## config.mk

```make
export PLATFORM = sky130hd
export DESIGN_NAME = pingpong_buffer_ctrl
export DESIGN_NICKNAME = d
export VERILOG_FILES = /design/src/rtl/pingpong_buffer_ctrl.sv
export SDC_FILE = /design/constraint.sdc
export NUM_CORES = 1
export LEC_CHECK = 0
export ABC_AREA = 1
export CAP_MARGIN = 30
export CORE_MARGIN = 2
export CORE_UTILIZATION = 38
export CTS_CLUSTER_SIZE = 14
export DETAILED_ROUTE_END_ITERATION = 8
export PLACE_DENSITY = 0.87
export SYNTH_ARGS = -nofsm -noshare
export SYNTH_HDL_FRONTEND = slang
export SYNTH_SLANG_ARGS = --single-unit
export TNS_END_PERCENT = 100
```

## constraint.sdc

```tcl
create_clock -name clk -period 1.4 [get_ports clk]
set_input_delay 0.21 -clock clk [delete_from_list [all_inputs] [get_ports clk]]
set_output_delay 0.21 -clock clk [all_outputs]
set_load 0.02 [all_outputs]
```

## src/rtl/pingpong_buffer_ctrl.sv

```systemverilog
// pingpong_buffer_ctrl
//   Sequencer for a two-bank (ping-pong) line buffer made of two DEPTH x DW
//   synchronous RAMs. A producer fills the "fill" bank while a consumer drains
//   the other bank. The banks swap only when the fill bank is full and the
//   drain bank is empty.
//
//   Handshakes:
//     Write: a word moves when wr_valid & wr_ready are both high at a rising
//     edge. wr_ready depends only on registered state.
//     Read: a word is requested when rd_req & rd_ready are both high at a
//     rising edge. rd_valid/rd_data follow one cycle later. If rd_req is high
//     while rd_ready is low, rd_underrun pulses one cycle later and the RAM is
//     not accessed.
//
//   Ports:
//     clk, reset          clock; asynchronous active-high reset
//     wr_valid/wr_data    producer word offer
//     wr_ready            fill bank has space
//     rd_req              consumer asks for the next word
//     rd_ready            drain bank holds readable data
//     rd_valid/rd_data    read word, one cycle after an accepted request
//     rd_underrun         request arrived while nothing was readable
//     ram1_* / ram2_*     enables, addresses and data for bank 0 / bank 1
//     wr_bank             current fill bank (0 = ram1); drain bank is ~wr_bank
//     swap_pulse          one-cycle pulse on each bank swap
//     swap_count          swaps since reset, wraps 255 -> 0
//
//   DEPTH must equal 2**AW: address counters wrap by natural overflow.
module pingpong_buffer_ctrl #(
    parameter int DEPTH = 32,
    parameter int AW    = 5,
    parameter int DW    = 8
) (
    input  logic          clk,
    input  logic          reset,
    input  logic          wr_valid,
    input  logic [DW-1:0] wr_data,
    output logic          wr_ready,
    input  logic          rd_req,
    output logic          rd_ready,
    output logic          rd_valid,
    output logic [DW-1:0] rd_data,
    output logic          rd_underrun,
    output logic          ram1_we,
    output logic          ram1_re,
    output logic [AW-1:0] ram1_waddr,
    output logic [AW-1:0] ram1_raddr,
    output logic [DW-1:0] ram1_wdata,
    input  logic [DW-1:0] ram1_rdata,
    output logic          ram2_we,
    output logic          ram2_re,
    output logic [AW-1:0] ram2_waddr,
    output logic [AW-1:0] ram2_raddr,
    output logic [DW-1:0] ram2_wdata,
    input  logic [DW-1:0] ram2_rdata,
    output logic          wr_bank,
    output logic          swap_pulse,
    output logic [7:0]    swap_count
);

    localparam logic [AW-1:0] LAST_ADDR = AW'(DEPTH - 1);

    logic          r_wr_bank;
    logic [AW-1:0] r_waddr;
    logic [AW-1:0] r_raddr;
    logic [1:0]    r_full;
    logic          r_rd_bank_q;
    logic          r_rd_valid;
    logic          r_rd_underrun;
    logic          r_swap_pulse;
    logic [7:0]    r_swap_count;

    logic w_rd_bank;
    logic w_wr_ready;
    logic w_rd_ready;
    logic w_wr_acc;
    logic w_rd_acc;
    logic w_swap;

    assign w_rd_bank  = ~r_wr_bank;
    assign w_wr_ready = ~r_full[r_wr_bank];
    assign w_rd_ready = r_full[w_rd_bank];
    assign w_wr_acc   = wr_valid & w_wr_ready;
    assign w_rd_acc   = rd_req & w_rd_ready;
    // A swap needs a full fill bank, which forces wr_ready low, and an empty
    // drain bank, which forces rd_ready low. So no full flag can change on the
    // same edge as a swap.
    assign w_swap     = r_full[r_wr_bank] & ~r_full[w_rd_bank];

    always_ff @(posedge clk or posedge reset) begin
        if (reset) begin
            r_wr_bank     <= 1'b0;
            r_waddr       <= '0;
            r_raddr       <= '0;
            r_full        <= 2'b00;
            r_rd_bank_q   <= 1'b0;
            r_rd_valid    <= 1'b0;
            r_rd_underrun <= 1'b0;
            r_swap_pulse  <= 1'b0;
            r_swap_count  <= 8'd0;
        end else begin
            r_rd_valid    <= w_rd_acc;
            r_rd_underrun <= rd_req & ~w_rd_ready;
            r_swap_pulse  <= w_swap;

            if (w_swap) begin
                r_wr_bank    <= ~r_wr_bank;
                r_swap_count <= r_swap_count + 8'd1;
            end

            if (w_wr_acc) begin
                r_waddr <= r_waddr + 1'b1;
                if (r_waddr == LAST_ADDR) begin
                    r_full[r_wr_bank] <= 1'b1;
                end
            end

            // The write and the read always target different banks, so the
            // set and clear of full flags never touch the same bit.
            if (w_rd_acc) begin
                r_raddr     <= r_raddr + 1'b1;
                r_rd_bank_q <= w_rd_bank;
                if (r_raddr == LAST_ADDR) begin
                    r_full[w_rd_bank] <= 1'b0;
                end
            end
        end
    end

    assign wr_ready    = w_wr_ready;
    assign rd_ready    = w_rd_ready;
    assign rd_valid    = r_rd_valid;
    assign rd_underrun = r_rd_underrun;
    assign rd_data     = r_rd_bank_q ? ram2_rdata : ram1_rdata;

    // Both banks see the same addresses and write data. Only the enables
    // decide which bank is touched.
    assign ram1_we    = w_wr_acc & ~r_wr_bank;
    assign ram2_we    = w_wr_acc & r_wr_bank;
    assign ram1_re    = w_rd_acc & ~w_rd_bank;
    assign ram2_re    = w_rd_acc & w_rd_bank;
    assign ram1_waddr = r_waddr;
    assign ram2_waddr = r_waddr;
    assign ram1_raddr = r_raddr;
    assign ram2_raddr = r_raddr;
    assign ram1_wdata = wr_data;
    assign ram2_wdata = wr_data;

    assign wr_bank    = r_wr_bank;
    assign swap_pulse = r_swap_pulse;
    assign swap_count = r_swap_count;

endmodule
```

**Word level (Yosys, flattened, before mapping)**

Index checks and enable logic that the tools add are counted.

- Shift-type cells: 0
- Bitwise operators: 14
- $mul: 0
- Equal/unequal tests: 2
- Reduce and logical (&&, ||, !) cells: 2
- Div/mod/pow operators: 0
- Add/subtract/negate cells: 3
- Order comparisons: 4
- Muxes and demuxes: 13

Operator list:

| cell | number |
|---|---|
| $add 5x1->5 const B | 2 |
| $eq 5x5->1 const B | 2 |
| $add 8x1->8 const B | 1 |
| $and 1x1->1 | 8 |
| $mux 2 | 4 |
| $mux 8 | 1 |
| $mux 1 | 6 |
| $lt 1x2->1 const B | 2 |
| $not 1->1 | 3 |
| $and 2x2->2 | 1 |
| $demux 1 s1 | 2 |
| $ge 1x1->1 const B | 2 |
| $logic_and 1x1->1 | 2 |
| $not 2->2 | 1 |
| $or 2x2->2 | 1 |

- Flip-flop bits (word level): 25
- Memories kept: 0
- Input port bits: 28
- Bits in read-only memories: 0
- Output and inout bits: 62
- Bits in latches: 0
- Word-level logic and storage cells: 47
- RAM bits: 0

**Depth between registers and ports, before layout**

- Depth in word-level cells: 10
- Depth in mapped cells: 7
- Gate-level depth less buffers: 7

**Worst setup path before layout**

No wires, ideal clock.

- Kind: register to register
- Start point: reg r_wr_bank (netlist: wr_bank)
- End point: reg r_raddr[2] (netlist: ram1_raddr[2])
- Data required time: 1.279 ns
- Path slack: -0.040 ns
- Arrival: 1.319 ns
- Stages on the path, launching flop included: 5
- Library setup time: 0.121 ns
- Buffers on the path: 0
- Clock period less this slack: 1.440 ns
- Path through: dfrtp_1 > o21ai_2 > nand2_4 > o21ai_1 > nand2_1

- Longest elaborated chain between the ends: 3

RTL lines:

| element | line | text |
|---|---|---|
| start, declared | 63 | `logic r_wr_bank;` |
| start signal, assigned | 107 | `r_wr_bank <= ~r_wr_bank;` |
| $mux 1 (not written as such) (2 in series) | 82 | `assign w_rd_ready = r_full[w_rd_bank];` |
| via rd_ready | 40 | `output logic rd_ready,` |
| $and 1x1->1 | 84 | `assign w_rd_acc = rd_req & w_rd_ready;` |
| end signal, assigned | 121 | `r_raddr <= r_raddr + 1'b1;` |
| end, declared | 65 | `logic [AW-1:0] r_raddr;` |

The timed path passes the listed nets, and every way through them passes these cells. The select of a mux whose other input is x is not followed.
A chain may end at the register's enable or synchronous reset.

**Final worst setup path**

- Start point: reg r_wr_bank (netlist: wr_bank)
- End point: out rd_ready

- Longest elaborated chain between the ends: 2

RTL lines:

| element | line |
|---|---|
| $mux 1 (not written as such) (2 in series) | 82 |
| end, declared | 40 |

No other way between the ends. The select of a mux whose other input is x is not followed.

==> metrics <==
status finished with violations; failing checks negative setup slack; register area share after synthesis 0.4088; Total GRT Usage 0.1722; most used cell along the critical path buf_6; area delta synth->final 52.33%; YS warnings 0; reg2reg end swap_count[0]; maximum buffer depth of the clock tree 2; Max Fclk 692.7 MHz; post-DP HPWL 2.644 mm; Net Count, Synth 230; worst skew pair latency 0.26 ns; final setup vio count 3; DR WL met2 1.972 mm; crit share post-route 1.031; Initial Util 0.3881; WP buf/inv 3; Netlist cell types 23; Switching Share 0.4426; Int Pwr 2.163 mW; r2r worst-path depth 7; FF-to-FF Start wr_bank; Site Rows 23; R2R setup slack 0 ns; Post-CTS Hold Fix Bufs 0; min Tclk post-route 1.444 ns; Clock power frac 0.111; final instance area 2331 sq um; Avg Synthesized Cell Area 7.768 sq um; Detailed Route WL 3.679 mm; critical path arrival 1.23 ns; RSZ-0062 raised after global routing true; Fin Hold WS 0.2881 ns; Mapped Cells 197; max-cap violation count 0; DRT antenna net count 0; Worst Slack Setup Final -0.04369 ns; Yosys reg bits 25; gr ovfl total 0; static leakage 1.274 nW; DR iter-0 viols 65; Area after DPL 2178 sq um; Core Box Area 3943 sq um; CP endpoint rd_ready; WP data required 1.19 ns; Slew Limit Fails 0; proportion of layout cells with a drive suffix above 1 0.2755; Vias/cell 4.483; HP Class input port to async pin; dpl ws -0.3988 ns; CP Max Fanout 4; CP Depth 4; Combinational Power Share 0.611; Die W 67.46 um; DR vias 1412; clock-pin slew on the worst setup and hold paths 0.09 ns; Initial DRT Pass Iterations 4; Placer Congestion 0.8282; CP Capture Type output pin; die area 4550 sq um; I/O pin total 90; switching power 1.717 mW; Die Span Y 67.46 um; number of port buffers 65; Reg power frac 0.279; clock sink count 25; post-DR wirelength/cell 11.68 um; worst slew pin tran 0.3300 ns; Max VDD drop 1155 uV; # DRC 0; pin count of the biggest net entering global routing 26; critical path type flip-flop to output pin; Critical Path Start Type flip-flop; slowest library cell on the worst path dfrtp_2; PD cells 1665 nW/um^2; TritonCTS buffer count 3; CP top delay family flip-flops; highest metal layer with signal wires met4; Worst Setup SP wr_bank; CTS tree done; post-layout power 3.880 mW; metal3 WL 176 um; vias in the first global route 1402; H-tree levels 1; CTS root buf clkbuf_8; n_diodes 0; Met1 Wirelength 1.494 mm; first-pass GRT wire length 6.058 mm; fin util 0.5912; Final Hold Fails 0; CP cell instances buf_6 -> buf_6 -> o21ai_4 -> buf_6; area of the mapped netlist 1530 sq um; Largest stage delay, worst path 0.45 ns; final setup skew 0.002690 ns; initial antenna violation count 0; max_slew headroom 0.7800; Final nets 299
[cell usage in the layout, fill, tap and decap left out, types with 2 or more instances in the layout]
| cell type | n |
|---|---|
| nor2_4 | 2 |
| xnor2_1 | 5 |
| clkbuf_8 | 3 |
| buf_4 | 19 |
| nor2_1 | 6 |
| inv_4 | 2 |
| a21oi_1 | 4 |
| inv_1 | 13 |
| dfrtp_2 | 3 |
| nor2_2 | 2 |
| dfrtp_1 | 22 |
| nand2_2 | 5 |
| ha_1 | 4 |
| nand2_1 | 71 |
| clkdlybuf4s50_1 | 19 |
| xor2_1 | 3 |
| inv_2 | 3 |
| nand2_4 | 4 |
| o21ai_0 | 2 |
| buf_6 | 11 |
| dlygate4sd2_1 | 30 |
| buf_2 | 9 |
| nand3_1 | 7 |
[cells in the mapped netlist]
cell | count | share of area
nor3_1 | 2 | 0.0065
dfrtp_1 | 25 | 0.41
nand2_4 | 2 | 0.015
nor2_1 | 9 | 0.022
nand3_2 | 1 | 0.0065
clkinv_4 | 1 | 0.0057
a21boi_0 | 1 | 0.0049
ha_1 | 5 | 0.041
clkinv_1 | 1 | 0.0025
a21oi_1 | 4 | 0.013
nand3_1 | 7 | 0.023
xnor2_1 | 5 | 0.029
o21ai_0 | 2 | 0.0065
buf_2 | 1 | 0.0033
xor2_1 | 3 | 0.017
inv_1 | 16 | 0.039
inv_2 | 2 | 0.0049
o21ai_2 | 1 | 0.0057
o21ai_1 | 2 | 0.0065
nor2_8 | 1 | 0.013
nand3b_1 | 1 | 0.0049
buf_4 | 26 | 0.13
nand2_1 | 79 | 0.19
[flip-flops by register name, indices dropped and copies added (netlist names)]
signal and flops:
r_rd_bank_q 1, r_full 2, rd_valid 1, swap_pulse 1, swap_count 8, ram1_waddr 5
wr_bank 1, ram1_raddr 5, rd_underrun 1
[layer usage]
layer	global-route usage	up-vias
met4	0.05867	0
met2	0.3317	35
met1	0.1897	655
met5	0	-
li1	-	718
met3	0.02667	4
[power by group through the flow]
stage	Sequential [mW]	Combinational, mW	Clock [mW]
global route	1.11	2.59	0.476
floorplan	1.29	1.08	0
global placement	1.09	2.13	0
detailed placement	1.10	2.18	0
finish	1.08	2.37	0.430
CTS	1.07	2.04	0.447
[stage by stage]
stage	TNS (ns)	cells
global route	-0.5211	315
finish	-0.07032	315
detailed placement	-3.074	302
floorplan	0	197
CTS	-0.1829	308
global placement	-2.821	302
[layout make-up]
type                    instances  area (sq um)
fillers                       360          1612
repair buffers                 90         797.0
multi-input cells             126         710.7
flip-flops and latches         25         629.4
inverters                      20         86.33
well taps                      50         62.56
clock buffers                   4         45.04
[how the worst min path moves through the flow]
stage                           from            end  cells after the start
after global routing           reset  swap_count[1]                      3
final                          reset  swap_count[1]                      3
after global placement    wr_data[4]  ram1_wdata[4]                      0
after detailed placement  wr_data[4]  ram1_wdata[4]                      0
after CTS                      reset  swap_count[1]                      3
after floorplan                reset      r_full[0]                      1
[worst register-to-register path, delay by kind of cell (launching register included)]
kind | cells | cell delay (ns)
compound gates | 1 | 0.14
buf+inv | 4 | 0.53
flops | 1 | 0.45
xor+xnor | 1 | 0.13
simple gates | 1 | 0.04
[logic make-up after synthesis]
group | after synthesis | synth area share
buffers and inverters | 47 | 0.1832
and+or+nand+nor | 102 | 0.2845
adders and majority gates | 5 | 0.04088
AOI/OAI and AO/OA | 10 | 0.03680
xor gates and xnor gates | 8 | 0.04579
DFF | 25 | 0.4088
[timing repair]
action,CTS,global route
resized for setup,100,33
pin swaps,0,9
gates cloned,0,1
hold endpoints to repair,0,0
setup endpoints to repair,45,25
buffers inserted,2,6
Note: power is estimated with default switching activity, not from simulation.
